[config.mk]
export PLATFORM = sky130hd
export DESIGN_NAME = multicycle_controller_flat
export DESIGN_NICKNAME = d
export VERILOG_FILES = /design/src/rtl/multicycle_controller_pkg.sv /design/src/rtl/multicycle_controller_if.sv /design/src/rtl/multicycle_controller_alu_decoder.sv /design/src/rtl/multicycle_controller.sv /design/src/flat_wrapper.sv
export SDC_FILE = /design/constraint.sdc
export NUM_CORES = 1
export LEC_CHECK = 0
export CAP_MARGIN = 20
export CORE_MARGIN = 2
export CORE_UTILIZATION = 50
export DETAILED_ROUTE_END_ITERATION = 12
export GPL_TIMING_DRIVEN = 0
export HOLD_SLACK_MARGIN = 0.02
export PLACE_DENSITY = 0.81
export SLEW_MARGIN = 20
export SYNTH_ARGS = -nofsm -noshare
export SYNTH_HDL_FRONTEND = slang
export SYNTH_SLANG_ARGS = --single-unit
[constraint.sdc]
create_clock -name clk -period 7.83 [get_ports clk]
set_input_delay 0.783 -clock clk [delete_from_list [all_inputs] [get_ports clk]]
set_output_delay 0.783 -clock clk [all_outputs]
set_load 0.02 [all_outputs]
[src/rtl/multicycle_controller_pkg.sv]
// -----------------------------------------------------------------------------
// multicycle_controller_pkg : state, opcode/funct and ALU control encodings
// Rev 1.0
// -----------------------------------------------------------------------------
`default_nettype none

package multicycle_controller_pkg;

    typedef enum logic [3:0] {
        S_FETCH  = 4'd0,
        S_DECODE = 4'd1,
        S_MEMADR = 4'd2,
        S_MEMRD  = 4'd3,
        S_MEMWB  = 4'd4,
        S_MEMWR  = 4'd5,
        S_EXEC_R = 4'd6,
        S_RWB    = 4'd7,
        S_EXEC_I = 4'd8,
        S_IWB    = 4'd9,
        S_BRANCH = 4'd10
    } state_e;

    localparam logic [5:0] OP_RTYPE = 6'b000000;
    localparam logic [5:0] OP_LW    = 6'b100011;
    localparam logic [5:0] OP_SW    = 6'b101011;
    localparam logic [5:0] OP_ADDI  = 6'b001000;
    localparam logic [5:0] OP_BEQ   = 6'b000100;

    localparam logic [5:0] FN_ADD = 6'b100000;
    localparam logic [5:0] FN_SUB = 6'b100010;
    localparam logic [5:0] FN_AND = 6'b100100;
    localparam logic [5:0] FN_OR  = 6'b100101;
    localparam logic [5:0] FN_SLT = 6'b101010;
    localparam logic [5:0] FN_NOR = 6'b100111;

    localparam logic [3:0] ALU_ADD = 4'b0010;
    localparam logic [3:0] ALU_SUB = 4'b0110;
    localparam logic [3:0] ALU_AND = 4'b0000;
    localparam logic [3:0] ALU_OR  = 4'b0001;
    localparam logic [3:0] ALU_SLT = 4'b0111;
    localparam logic [3:0] ALU_NOR = 4'b1100;

    localparam logic [1:0] SRCB_REGB    = 2'b00;
    localparam logic [1:0] SRCB_FOUR    = 2'b01;
    localparam logic [1:0] SRCB_IMM     = 2'b10;
    localparam logic [1:0] SRCB_IMM_SL2 = 2'b11;

endpackage

`default_nettype wire

[src/rtl/multicycle_controller_if.sv]
// -----------------------------------------------------------------------------
// multicycle_controller_if : instruction fields, status and datapath controls
// Rev 1.0
// -----------------------------------------------------------------------------
`default_nettype none

interface multicycle_controller_if;
    logic [5:0]  opcode;
    logic [5:0]  funct;
    logic        zero;
    logic        mem_ready;
    logic        PCWrite;
    logic        PCWriteCond;
    logic        IorD;
    logic        MemRead;
    logic        MemWrite;
    logic        IRWrite;
    logic        MemtoReg;
    logic        RegDst;
    logic        RegWrite;
    logic        ALUSrcA;
    logic [1:0]  ALUSrcB;
    logic        PCSource;
    logic [3:0]  ALU_Control;
    logic        instr_done;
    logic        illegal;
    logic [31:0] retired;

    // master = control unit, slave = datapath / environment
    modport master (
        input  opcode, funct, zero, mem_ready,
        output PCWrite, PCWriteCond, IorD, MemRead, MemWrite, IRWrite,
               MemtoReg, RegDst, RegWrite, ALUSrcA, ALUSrcB, PCSource,
               ALU_Control, instr_done, illegal, retired
    );

    modport slave (
        output opcode, funct, zero, mem_ready,
        input  PCWrite, PCWriteCond, IorD, MemRead, MemWrite, IRWrite,
               MemtoReg, RegDst, RegWrite, ALUSrcA, ALUSrcB, PCSource,
               ALU_Control, instr_done, illegal, retired
    );
endinterface

`default_nettype wire

[src/rtl/multicycle_controller_alu_decoder.sv]
// -----------------------------------------------------------------------------
// alu_decoder : R-type funct field to ALU control code, with a valid flag
// Rev 1.0
// -----------------------------------------------------------------------------
`default_nettype none

module alu_decoder
    import multicycle_controller_pkg::*;
(
    input  logic [5:0] i_funct,
    output logic [3:0] o_alu_control,
    output logic       o_valid
);

    always_comb begin
        o_alu_control = ALU_ADD;
        o_valid       = 1'b1;
        case (i_funct)
            FN_ADD:  o_alu_control = ALU_ADD;
            FN_SUB:  o_alu_control = ALU_SUB;
            FN_AND:  o_alu_control = ALU_AND;
            FN_OR:   o_alu_control = ALU_OR;
            FN_SLT:  o_alu_control = ALU_SLT;
            FN_NOR:  o_alu_control = ALU_NOR;
            default: o_valid       = 1'b0;
        endcase
    end

endmodule

`default_nettype wire

[src/rtl/multicycle_controller.sv]
// -----------------------------------------------------------------------------
// multicycle_controller : Moore control FSM for a multicycle MIPS-subset core
// Rev 1.0
// -----------------------------------------------------------------------------
`default_nettype none

module multicycle_controller
    import multicycle_controller_pkg::*;
(
    input  logic                   clk,
    input  logic                   rst_n,
    multicycle_controller_if.master bus
);

    state_e      state_q, state_d;
    logic        instr_done_q, instr_done_d;
    logic        illegal_q, illegal_d;
    logic [31:0] retired_q, retired_d;
    logic [3:0]  w_fn_alu;
    logic        w_fn_valid;

    alu_decoder u_alu_decoder (
        .i_funct       (bus.funct),
        .o_alu_control (w_fn_alu),
        .o_valid       (w_fn_valid)
    );

    always_ff @(posedge clk or negedge rst_n) begin
        if (!rst_n) begin
            state_q      <= S_FETCH;
            instr_done_q <= 1'b0;
            illegal_q    <= 1'b0;
            retired_q    <= '0;
        end else begin
            state_q      <= state_d;
            instr_done_q <= instr_done_d;
            illegal_q    <= illegal_d;
            retired_q    <= retired_d;
        end
    end

    always_comb begin
        state_d          = state_q;
        instr_done_d     = 1'b0;
        illegal_d        = 1'b0;
        bus.PCWrite      = 1'b0;
        bus.PCWriteCond  = 1'b0;
        bus.IorD         = 1'b0;
        bus.MemRead      = 1'b0;
        bus.MemWrite     = 1'b0;
        bus.IRWrite      = 1'b0;
        bus.MemtoReg     = 1'b0;
        bus.RegDst       = 1'b0;
        bus.RegWrite     = 1'b0;
        bus.ALUSrcA      = 1'b0;
        bus.ALUSrcB      = SRCB_REGB;
        bus.PCSource     = 1'b0;
        bus.ALU_Control  = ALU_ADD;

        case (state_q)
            S_FETCH: begin
                bus.MemRead = 1'b1;
                bus.ALUSrcB = SRCB_FOUR;
                // Mealy strobes; reset holds the state in FETCH, so gate them too
                bus.IRWrite = bus.mem_ready & rst_n;
                bus.PCWrite = bus.mem_ready & rst_n;
                if (bus.mem_ready) state_d = S_DECODE;
            end
            S_DECODE: begin
                bus.ALUSrcB = SRCB_IMM_SL2;
                case (bus.opcode)
                    OP_RTYPE:     state_d = S_EXEC_R;
                    OP_LW, OP_SW: state_d = S_MEMADR;
                    OP_ADDI:      state_d = S_EXEC_I;
                    OP_BEQ:       state_d = S_BRANCH;
                    default: begin
                        state_d   = S_FETCH;
                        illegal_d = 1'b1;
                    end
                endcase
            end
            S_MEMADR: begin
                bus.ALUSrcA = 1'b1;
                bus.ALUSrcB = SRCB_IMM;
                state_d     = (bus.opcode == OP_LW) ? S_MEMRD : S_MEMWR;
            end
            S_MEMRD: begin
                bus.MemRead = 1'b1;
                bus.IorD    = 1'b1;
                if (bus.mem_ready) state_d = S_MEMWB;
            end
            S_MEMWB: begin
                bus.MemtoReg = 1'b1;
                bus.RegWrite = 1'b1;
                state_d      = S_FETCH;
                instr_done_d = 1'b1;
            end
            S_MEMWR: begin
                bus.MemWrite = 1'b1;
                bus.IorD     = 1'b1;
                if (bus.mem_ready) begin
                    state_d      = S_FETCH;
                    instr_done_d = 1'b1;
                end
            end
            S_EXEC_R: begin
                bus.ALUSrcA     = 1'b1;
                bus.ALUSrcB     = SRCB_REGB;
                bus.ALU_Control = w_fn_alu;
                if (w_fn_valid) begin
                    state_d = S_RWB;
                end else begin
                    state_d   = S_FETCH;
                    illegal_d = 1'b1;
                end
            end
            S_RWB: begin
                bus.RegDst   = 1'b1;
                bus.RegWrite = 1'b1;
                state_d      = S_FETCH;
                instr_done_d = 1'b1;
            end
            S_EXEC_I: begin
                bus.ALUSrcA = 1'b1;
                bus.ALUSrcB = SRCB_IMM;
                state_d     = S_IWB;
            end
            S_IWB: begin
                bus.RegWrite = 1'b1;
                state_d      = S_FETCH;
                instr_done_d = 1'b1;
            end
            S_BRANCH: begin
                // ALUOut already holds the target computed in DECODE
                bus.ALUSrcA     = 1'b1;
                bus.ALUSrcB     = SRCB_REGB;
                bus.ALU_Control = ALU_SUB;
                bus.PCWriteCond = 1'b1;
                bus.PCSource    = 1'b1;
                state_d         = S_FETCH;
                instr_done_d    = 1'b1;
            end
            default: state_d = S_FETCH;
        endcase

        retired_d = retired_q + {31'd0, instr_done_d};
    end

    assign bus.instr_done = instr_done_q;
    assign bus.illegal    = illegal_q;
    assign bus.retired    = retired_q;

endmodule

`default_nettype wire

[src/flat_wrapper.sv]
// flat-port wrapper written by rule: the top's interface ports become plain ports
module multicycle_controller_flat import multicycle_controller_pkg::*;
  (clk, rst_n, bus_opcode, bus_funct, bus_zero, bus_mem_ready, bus_PCWrite, bus_PCWriteCond, bus_IorD, bus_MemRead, bus_MemWrite, bus_IRWrite, bus_MemtoReg, bus_RegDst, bus_RegWrite, bus_ALUSrcA, bus_ALUSrcB, bus_PCSource, bus_ALU_Control, bus_instr_done, bus_illegal, bus_retired);
  multicycle_controller_if bus_i ();
  input  logic clk;
  input  logic rst_n;
  input wire logic [$bits(bus_i.opcode)-1:0] bus_opcode;
  input wire logic [$bits(bus_i.funct)-1:0] bus_funct;
  input wire logic [$bits(bus_i.zero)-1:0] bus_zero;
  input wire logic [$bits(bus_i.mem_ready)-1:0] bus_mem_ready;
  output wire logic [$bits(bus_i.PCWrite)-1:0] bus_PCWrite;
  output wire logic [$bits(bus_i.PCWriteCond)-1:0] bus_PCWriteCond;
  output wire logic [$bits(bus_i.IorD)-1:0] bus_IorD;
  output wire logic [$bits(bus_i.MemRead)-1:0] bus_MemRead;
  output wire logic [$bits(bus_i.MemWrite)-1:0] bus_MemWrite;
  output wire logic [$bits(bus_i.IRWrite)-1:0] bus_IRWrite;
  output wire logic [$bits(bus_i.MemtoReg)-1:0] bus_MemtoReg;
  output wire logic [$bits(bus_i.RegDst)-1:0] bus_RegDst;
  output wire logic [$bits(bus_i.RegWrite)-1:0] bus_RegWrite;
  output wire logic [$bits(bus_i.ALUSrcA)-1:0] bus_ALUSrcA;
  output wire logic [$bits(bus_i.ALUSrcB)-1:0] bus_ALUSrcB;
  output wire logic [$bits(bus_i.PCSource)-1:0] bus_PCSource;
  output wire logic [$bits(bus_i.ALU_Control)-1:0] bus_ALU_Control;
  output wire logic [$bits(bus_i.instr_done)-1:0] bus_instr_done;
  output wire logic [$bits(bus_i.illegal)-1:0] bus_illegal;
  output wire logic [$bits(bus_i.retired)-1:0] bus_retired;
  assign bus_i.opcode = bus_opcode;
  assign bus_i.funct = bus_funct;
  assign bus_i.zero = bus_zero;
  assign bus_i.mem_ready = bus_mem_ready;
  assign bus_PCWrite = bus_i.PCWrite;
  assign bus_PCWriteCond = bus_i.PCWriteCond;
  assign bus_IorD = bus_i.IorD;
  assign bus_MemRead = bus_i.MemRead;
  assign bus_MemWrite = bus_i.MemWrite;
  assign bus_IRWrite = bus_i.IRWrite;
  assign bus_MemtoReg = bus_i.MemtoReg;
  assign bus_RegDst = bus_i.RegDst;
  assign bus_RegWrite = bus_i.RegWrite;
  assign bus_ALUSrcA = bus_i.ALUSrcA;
  assign bus_ALUSrcB = bus_i.ALUSrcB;
  assign bus_PCSource = bus_i.PCSource;
  assign bus_ALU_Control = bus_i.ALU_Control;
  assign bus_instr_done = bus_i.instr_done;
  assign bus_illegal = bus_i.illegal;
  assign bus_retired = bus_i.retired;
  multicycle_controller u_core (.clk(clk), .rst_n(rst_n), .bus(bus_i));
endmodule
==> metrics.md, run 1 <==
| Metric | Value |
|---|---|
| # rows | 23 |
| CTS Sinks | 38 |
| Layout Cells excl Fill | 343 |
| Final number of setup-violating endpoints | 0 |
| Vias/cell | 5.437 |
| I/O Pins | 67 |
| H-Tree Depth | 2 |
| Initial DRC count | 129 |
| Final ANT Viol Nets | 0 |
| RSZ-0062 raised after global routing | false |
| CTS clk-pin slew, worst paths | 70 ps |
| Cell variety after synth | 45 |
| Skew final | 5.792 ps |
| CP endpoint kind | register |
| Fin crit share | 43.66% |
| Slowest cell on crit path | nor4_1 |
| # fillers | 303 |
| Static leakage | 1.228 nW |
| Core region area | 0.004029 mm2 |
| Mapped cell area | 0.002108 mm2 |
| Post-synth top area share | 45.10% |
| Worst Hold Class | in2async |
| Synth Flop Type | dfrtp_1 |
| Max Transition Viols Final | 0 |
| Crit path time final | 3419 ps |
| DRT Wirelength | 4808 um |
| Register Area | 950.9 um2 |
| Maxcap violations | 0 |
| Syn Inst Count | 219 |
| Placed insts | 335 |
| # hold bufs at CTS | 0 |
| Seq cells post-synth | 38 |
| Mapped Nets | 237 |
| Initial antenna violation count | 0 |
| Pwr/cell area | 174.4 mW/mm2 |
| Nets | 310 |
| Total grt overflow | 0 |
| Height of the die | 68.94 um |
| Post-cts sizing count | 0 |
| Post-route DRC | 0 |
| Via count | 1865 |
| Hold violation count in the final report | 0 |
| Measured slew at the worst slew-check pin | 992.3 ps |
| FMAX | 292.5 MHz |
| Antenna cells | 0 |
| Register area share after synthesis | 45.10% |
| Synth warn | 0 |
| TritonRoute pass-1 iters | 4 |
| All-layer global routing usage | 21.53% |
| Clk buf depth | 2 |
| EDFF count, synth | 0 |
| Root Driver | clkbuf_8 |
| Count leader, synth | dfrtp_1 |
| Clock Latency Late Sink | 280 ps |
| First-pass GRT wire length | 7755 um |
| Relative slew margins | 33.24% |
| VDD IR max | 0.1341 mV |
| CTS Buf Count | 5 |
| Gp weighted congestion | 0.9339 |
| Status | finished, final reports clean |
| Area growth syn-to-layout | 41.31% |
| Worst endpoint required time | 7990 ps |
| Synth area leaders | dfrtp_1, xnor2_1, xor2_1 |
| Startpoint Class | input pin |
| Port Buffers | 65 |
| Die area | 0.004752 mm2 |
| Vias in the first global route | 1598 |
| CP max stage delay | 880 ps |
| TNS Setup | 0 ps |
| Postcts setup bufs | 0 |
| Largest net degree at the start of global routing | 26 |
| TritonCTS clock tree | done |
| Ordered list of cells on the worst path | clkdlybuf4s50_1 -> nand2b_1 -> a221oi_1 -> a21oi_1 -> ha_1 -> nand4_1 -> nor4_1 -> nand2_1 -> xnor2_1 |
| Multi-input gate area | 0.001089 mm2 |
| Synth cell count leaders | dfrtp_1, xnor2_1, nand2_1, nor2_1 |
| Final Core Density | 73.94% |
| HPWL Detailed | 3526 um |
| Yosys top cell by area | dfrtp_1 |
| Initial core utilization | 52.33% |
| WS Path Type | in2reg |
| Fraction of registers with async set/reset | 100.0% |
| Fraction of final layout cells with drive strength greater than 1 | 7.850% |
| Crit path DAT | 3580 ps |
| Die Width | 68.94 um |
| Mean post-synth cell area | 9.627 um2 |
| DR WL/cell | 14.02 um |
| CP max FO | 7 |
## metal layers
layer	up-vias	wire length, um	GRT usage, %	share of wire [%]
li1	925	-	-	-
met1	863	2161	29.76	45
met2	75	2291	35.10	48
met3	2	346	4.870	7.2
met4	0	8	3.676	0.17
met5	-	0	0	0
## path summary, 6_finish.rpt
check / to / depth (start not counted) / from / slack (ps)
min in group clk: u_core.bus.retired[22]$_DFF_PN0_ / 1 / u_core.bus.retired[22]$_DFF_PN0_ / 490
max reg2reg: u_core.bus.retired[13]$_DFF_PN0_ / 9 / u_core.state_q[0]$_DFFE_PN0P_ / 4480
max in group asynchronous: u_core.bus.retired[20]$_DFF_PN0_ / 2 / rst_n / 6960
max: u_core.bus.retired[13]$_DFF_PN0_ / 9 / bus_mem_ready / 4410
min: u_core.bus.retired[31]$_DFF_PN0_ / 1 / rst_n / 410
min reg2reg: u_core.bus.retired[22]$_DFF_PN0_ / 1 / u_core.bus.retired[22]$_DFF_PN0_ / 490
## state kept, by name, summed over array words and instances (netlist names)
signal / flops
u_core.state_q: 4
u_core.bus.instr_done: 1
u_core.bus.illegal: 1
u_core.bus.retired: 32
## cell type report
type	count	share of cell area (%)
clock buffers	6	2.772
clock inverters	2	2.016
plain buffers	10	1.554
flip-flops and latches	38	31.92
repair buffers	66	22.34
well taps	50	2.100
inverters	6	0.7560
multi-input cells	165	36.54
## cells in the final DEF, fill, tap and decap left out, types with 2 or more instances in the layout
master | synthesis | layout
nor2b_1 | 6 | 6
a21oi_1 | 10 | 10
buf_2 | 1 | 2
clkdlybuf4s50_1 | 0 | 64
o22ai_1 | 2 | 2
clkbuf_8 | 0 | 6
or3b_2 | 2 | 2
a211oi_1 | 4 | 4
o311ai_0 | 2 | 2
nand4_1 | 6 | 6
nand3_1 | 11 | 11
nor4_1 | 5 | 5
nor3_1 | 10 | 10
nor2_1 | 14 | 14
ha_1 | 2 | 2
nor4_2 | 2 | 2
nand2b_1 | 11 | 11
xnor2_1 | 20 | 20
and3_1 | 5 | 5
clkbuf_1 | 7 | 7
xor2_1 | 11 | 11
inv_1 | 6 | 6
bufinv_16 | 0 | 2
o21ai_0 | 2 | 2
nand3_2 | 2 | 2
dfrtp_1 | 38 | 38
and4_1 | 3 | 3
buf_4 | 2 | 2
nand2_1 | 16 | 16
## through the flow
step / power [mW] / setup WS [ps] / cell area [um2] / hold WS, ps
global route: 0.5415 / 4083 / 2979 / 417.6
floorplan: 0.2699 / 5174 / 2108 / 487.4
global placement: 0.3202 / 3371 / 2821 / 456.7
detailed placement: 0.3215 / 4102 / 2836 / 479.5
finish: 0.5194 / 4411 / 2979 / 410.5
CTS: 0.5245 / 4368 / 2979 / 408.9
## critical path, delay by kind of cell
kind | cells | cell delay (ps)
AOI/OAI and AO/OA | 2 | 280
xor gates and xnor gates | 1 | 180
adders and majority gates | 1 | 230
buffers and inverters | 1 | 600
and+or+nand+nor | 4 | 1510
## report_power, final
group | internal [mW] | switching, mW
combinational | 0.0468 | 0.0538
sequential | 0.207 | 0.00963
clock | 0.136 | 0.0659
total | 0.390 | 0.129
## cells by family after synthesis
family | share of synthesized area (%)
mux | 0.5341
simple gates | 27.89
compound gates | 9.141
buf+inv | 3.264
fa+ha+maj | 1.187
flops | 45.10
xor+xnor | 12.88
No activity file was read; power rests on OpenSTA's default activity.
==> inputs of run 2 (changes only) <==
- CORE_UTILIZATION: 50 -> 42
- PLACE_DENSITY: 0.81 -> 0.72
- clock period: 7.83 -> 3 ns (I/O delays scaled with it)
==> run 2 against run 1 <==
Effect of this change:
- critical endpoint is now u_core.bus.retired[26]$_DFF_PN0_
- clock power increased by 77%
- count of clock-buffer cells in the layout unchanged
- highest routed layer unchanged
- non-clock buffer count unchanged
==> metrics.md, run 2 (synthesis gave the netlist of run 1 again) <==
| Metric | Value |
|---|---|
| All-layer global routing usage | 17.62% (-3.9 points) |
| Crit path depth | 11 (+2) |
| FMAX | 360.0 MHz |
| Hold Crit Start | u_core.bus.retired[31]$_DFF_PN0_ |
| Total grt overflow | 0 (unchanged) |
| Fin crit share | 92.60% |
| Reg2reg setup slack | 220 ps (-4260 ps) |
| Pwr Total | 1.193 mW (+130%) |
| Register-to-Register Path Depth | 11 (+2) |
| CP endpoint kind | register |
| CP Buf/Inv Count | 3 (+2) |
| Register Area | 950.9 um2 (unchanged) |
| Measured slew at the worst slew-check pin | 606.1 ps (-386.2 ps) |
| Height of the die | 74.85 um (+8.6%) |
| Initial antenna violation count | 0 (unchanged) |
| Placed insts | 352 (+5.1%) |
| Clk buf depth | 2 (unchanged) |
| Vias/cell | 5.181 (-4.7%) |
| Root Driver | clkbuf_8 |
| Worst hold margin | 470.0 ps (+59.52 ps) |
| Layout Cells excl Fill | 360 (+5.0%) |
| Commonest non-fill, non-tap cell in the layout | clkdlybuf4s50_1 |
| CTS Sinks | 38 (unchanged) |
| Fraction of final layout cells with drive strength greater than 1 | 10.92% (+3.1 points) |
| Relative slew margins | 59.22% (+26 points) |
| Area growth syn-to-layout | 42.37% |
| Clock Latency Late Sink | 280 ps (about the same) |
| DR WL/cell | 12.91 um (-7.9%) |
| Final ANT Viol Nets | 0 (unchanged) |
| Core region area | 0.004786 mm2 (+19%) |
| I/O Pins | 67 (unchanged) |
| Placed inst area | 0.002865 mm2 (+1.0%) |
| Hold violation count in the final report | 0 (unchanged) |
| Worst Hold Path Cells | 1 |
| Maxcap violations | 0 (unchanged) |
| Die Width | 74.85 um (+8.6%) |
| Initial DRC count | 83 (-36%) |
| Worst Hold Class | reg2reg |
| TNS Setup | 0 ps (unchanged) |
| Slowest cell on crit path | or4_1 |
| WS Path Type | reg2reg |
| Port Buffers | 65 (unchanged) |
| Gp weighted congestion | 0.9414 (+0.80%) |
| CP max stage delay | 410 ps (-470 ps) |
| Post-route DRC | 0 (unchanged) |
| Kind of cell adding the most delay to the critical path | buffers and inverters |
| Final number of setup-violating endpoints | 0 (unchanged) |
| Most frequent cells in the layout | clkdlybuf4s50_1, dfrtp_1, xnor2_1, nand2_1, nor2_1 |
| Post-route cell area | 0.003002 mm2 (+0.76%) |
| Max reg flops | 32 (unchanged) |
| CP max FO | 10 (+3) |
| Critical R2R Capture | u_core.bus.retired[26]$_DFF_PN0_ |
| Largest net degree at the start of global routing | 23 (-12%) |
| Skew final | 9.001 ps (+3.209 ps) |
| CTS Buf Count | 5 (unchanged) |
| Vias in the first global route | 1729 (+8.2%) |
| Postcts setup bufs | 0 (unchanged) |
| Pwr/cell area | 397.5 mW/mm2 (+130%) |
| VDD IR max | 0.2656 mV (+98%) |
| RSZ-0062 raised after global routing | false |
| RR Startpoint | u_core.state_q[1]$_DFFE_PN0P_ |
| Static leakage | 1.219 nW (-0.74%) |
| # rows | 25 (+8.7%) |
| Crit path time final | 2778 ps |
| Startpoint Class | register |
| H-Tree Depth | 2 (unchanged) |
| TritonCTS clock tree | done |
| HPWL Detailed | 3597 um (+2.0%) |
| Initial core utilization | 44.05% (-8.3 points) |
| Max Transition Viols Final | 0 (unchanged) |
| Worst endpoint required time | 3210 ps (-4780 ps) |
| Die area | 0.005603 mm2 (+18%) |
| Multi-input gate area | 0.001120 mm2 (+2.9%) |
| First-pass GRT wire length | 7603 um (-2.0%) |
| Status | finished, final reports clean |
| Hold Path End | u_core.bus.retired[31]$_DFF_PN0_ |
| # fillers | 433 (+43%) |
| Crit path DAT | 2990 ps (-590 ps) |
| Ordered list of cells on the worst path | clkbuf_1 -> clkbuf_2 -> a221oi_1 -> a21oi_2 -> ha_2 -> ha_1 -> nand3_2 -> or4_1 -> buf_2 -> nor3_1 -> xor2_1 |
| Antenna cells | 0 (unchanged) |
| Nets | 310 (unchanged) |
| DRT Wirelength | 4647 um (-3.3%) |
| TritonRoute pass-1 iters | 4 (unchanged) |
| CTS clk-pin slew, worst paths | 70 ps (about the same) |
| Via count | 1865 (unchanged) |
==> run 2: layer usage <==
layer / vias up / part of all wire [%] / wire, um / global-route usage [%]
li1: 928 / - / - / -
met1: 874 / 45 / 2107 / 22.30
met2: 59 / 48 / 2247 / 29.34
met3: 4 / 5.3 / 246 / 4.953
met4: 0 / 0.97 / 45 / 5.357
met5: - / 0 / 0 / 0
==> run 2: per-stage QoR <==
step	utilization (%)	setup WS [ps]
3_3_place_gp	59.40	-532.2
6_report	62.72	222.0
5_1_grt	62.72	6.596
4_1_cts	62.35	8.351
2_1_floorplan	-	343.9
3_5_place_dp	59.87	-316.0
==> run 2: final cells by class <==
cell class | count | area share (%)
flip-flops and latches | 38 | 31.68
clock inverters | 2 | 0.4168
well taps | 67 | 2.793
plain buffers | 9 | 1.542
multi-input cells | 165 | 37.31
inverters | 6 | 0.7503
repair buffers | 67 | 22.76
clock buffers | 6 | 2.751
==> run 2: worst max path at each step <==
stage,start,end
2_1_floorplan,u_core.state_q[0]$_DFFE_PN0P_,u_core.bus.retired[26]$_DFF_PN0_
3_3_place_gp,rst_n,bus_PCWrite
3_5_place_dp,u_core.state_q[0]$_DFFE_PN0P_,u_core.bus.retired[18]$_DFF_PN0_
4_1_cts,u_core.state_q[2]$_DFFE_PN0P_,u_core.bus.retired[26]$_DFF_PN0_
5_1_grt,u_core.state_q[1]$_DFFE_PN0P_,u_core.bus.retired[28]$_DFF_PN0_
6_report,u_core.state_q[1]$_DFFE_PN0P_,u_core.bus.retired[26]$_DFF_PN0_
==> run 2: power by group <==
| part | switching (mW) | total (mW) | internal [mW] |
|---|---|---|---|
| clock | 0.173 | 0.357 | 0.185 |
| combinational | 0.136 | 0.262 | 0.126 |
| sequential | 0.0323 | 0.574 | 0.541 |
==> run 2: what timing repair did <==
item | CTS | global route
hold buffers | 1 | 0
gates resized for setup | 5 | 6
hold endpoints to repair | 16 | 0
setup endpoints to repair | 19 | 20
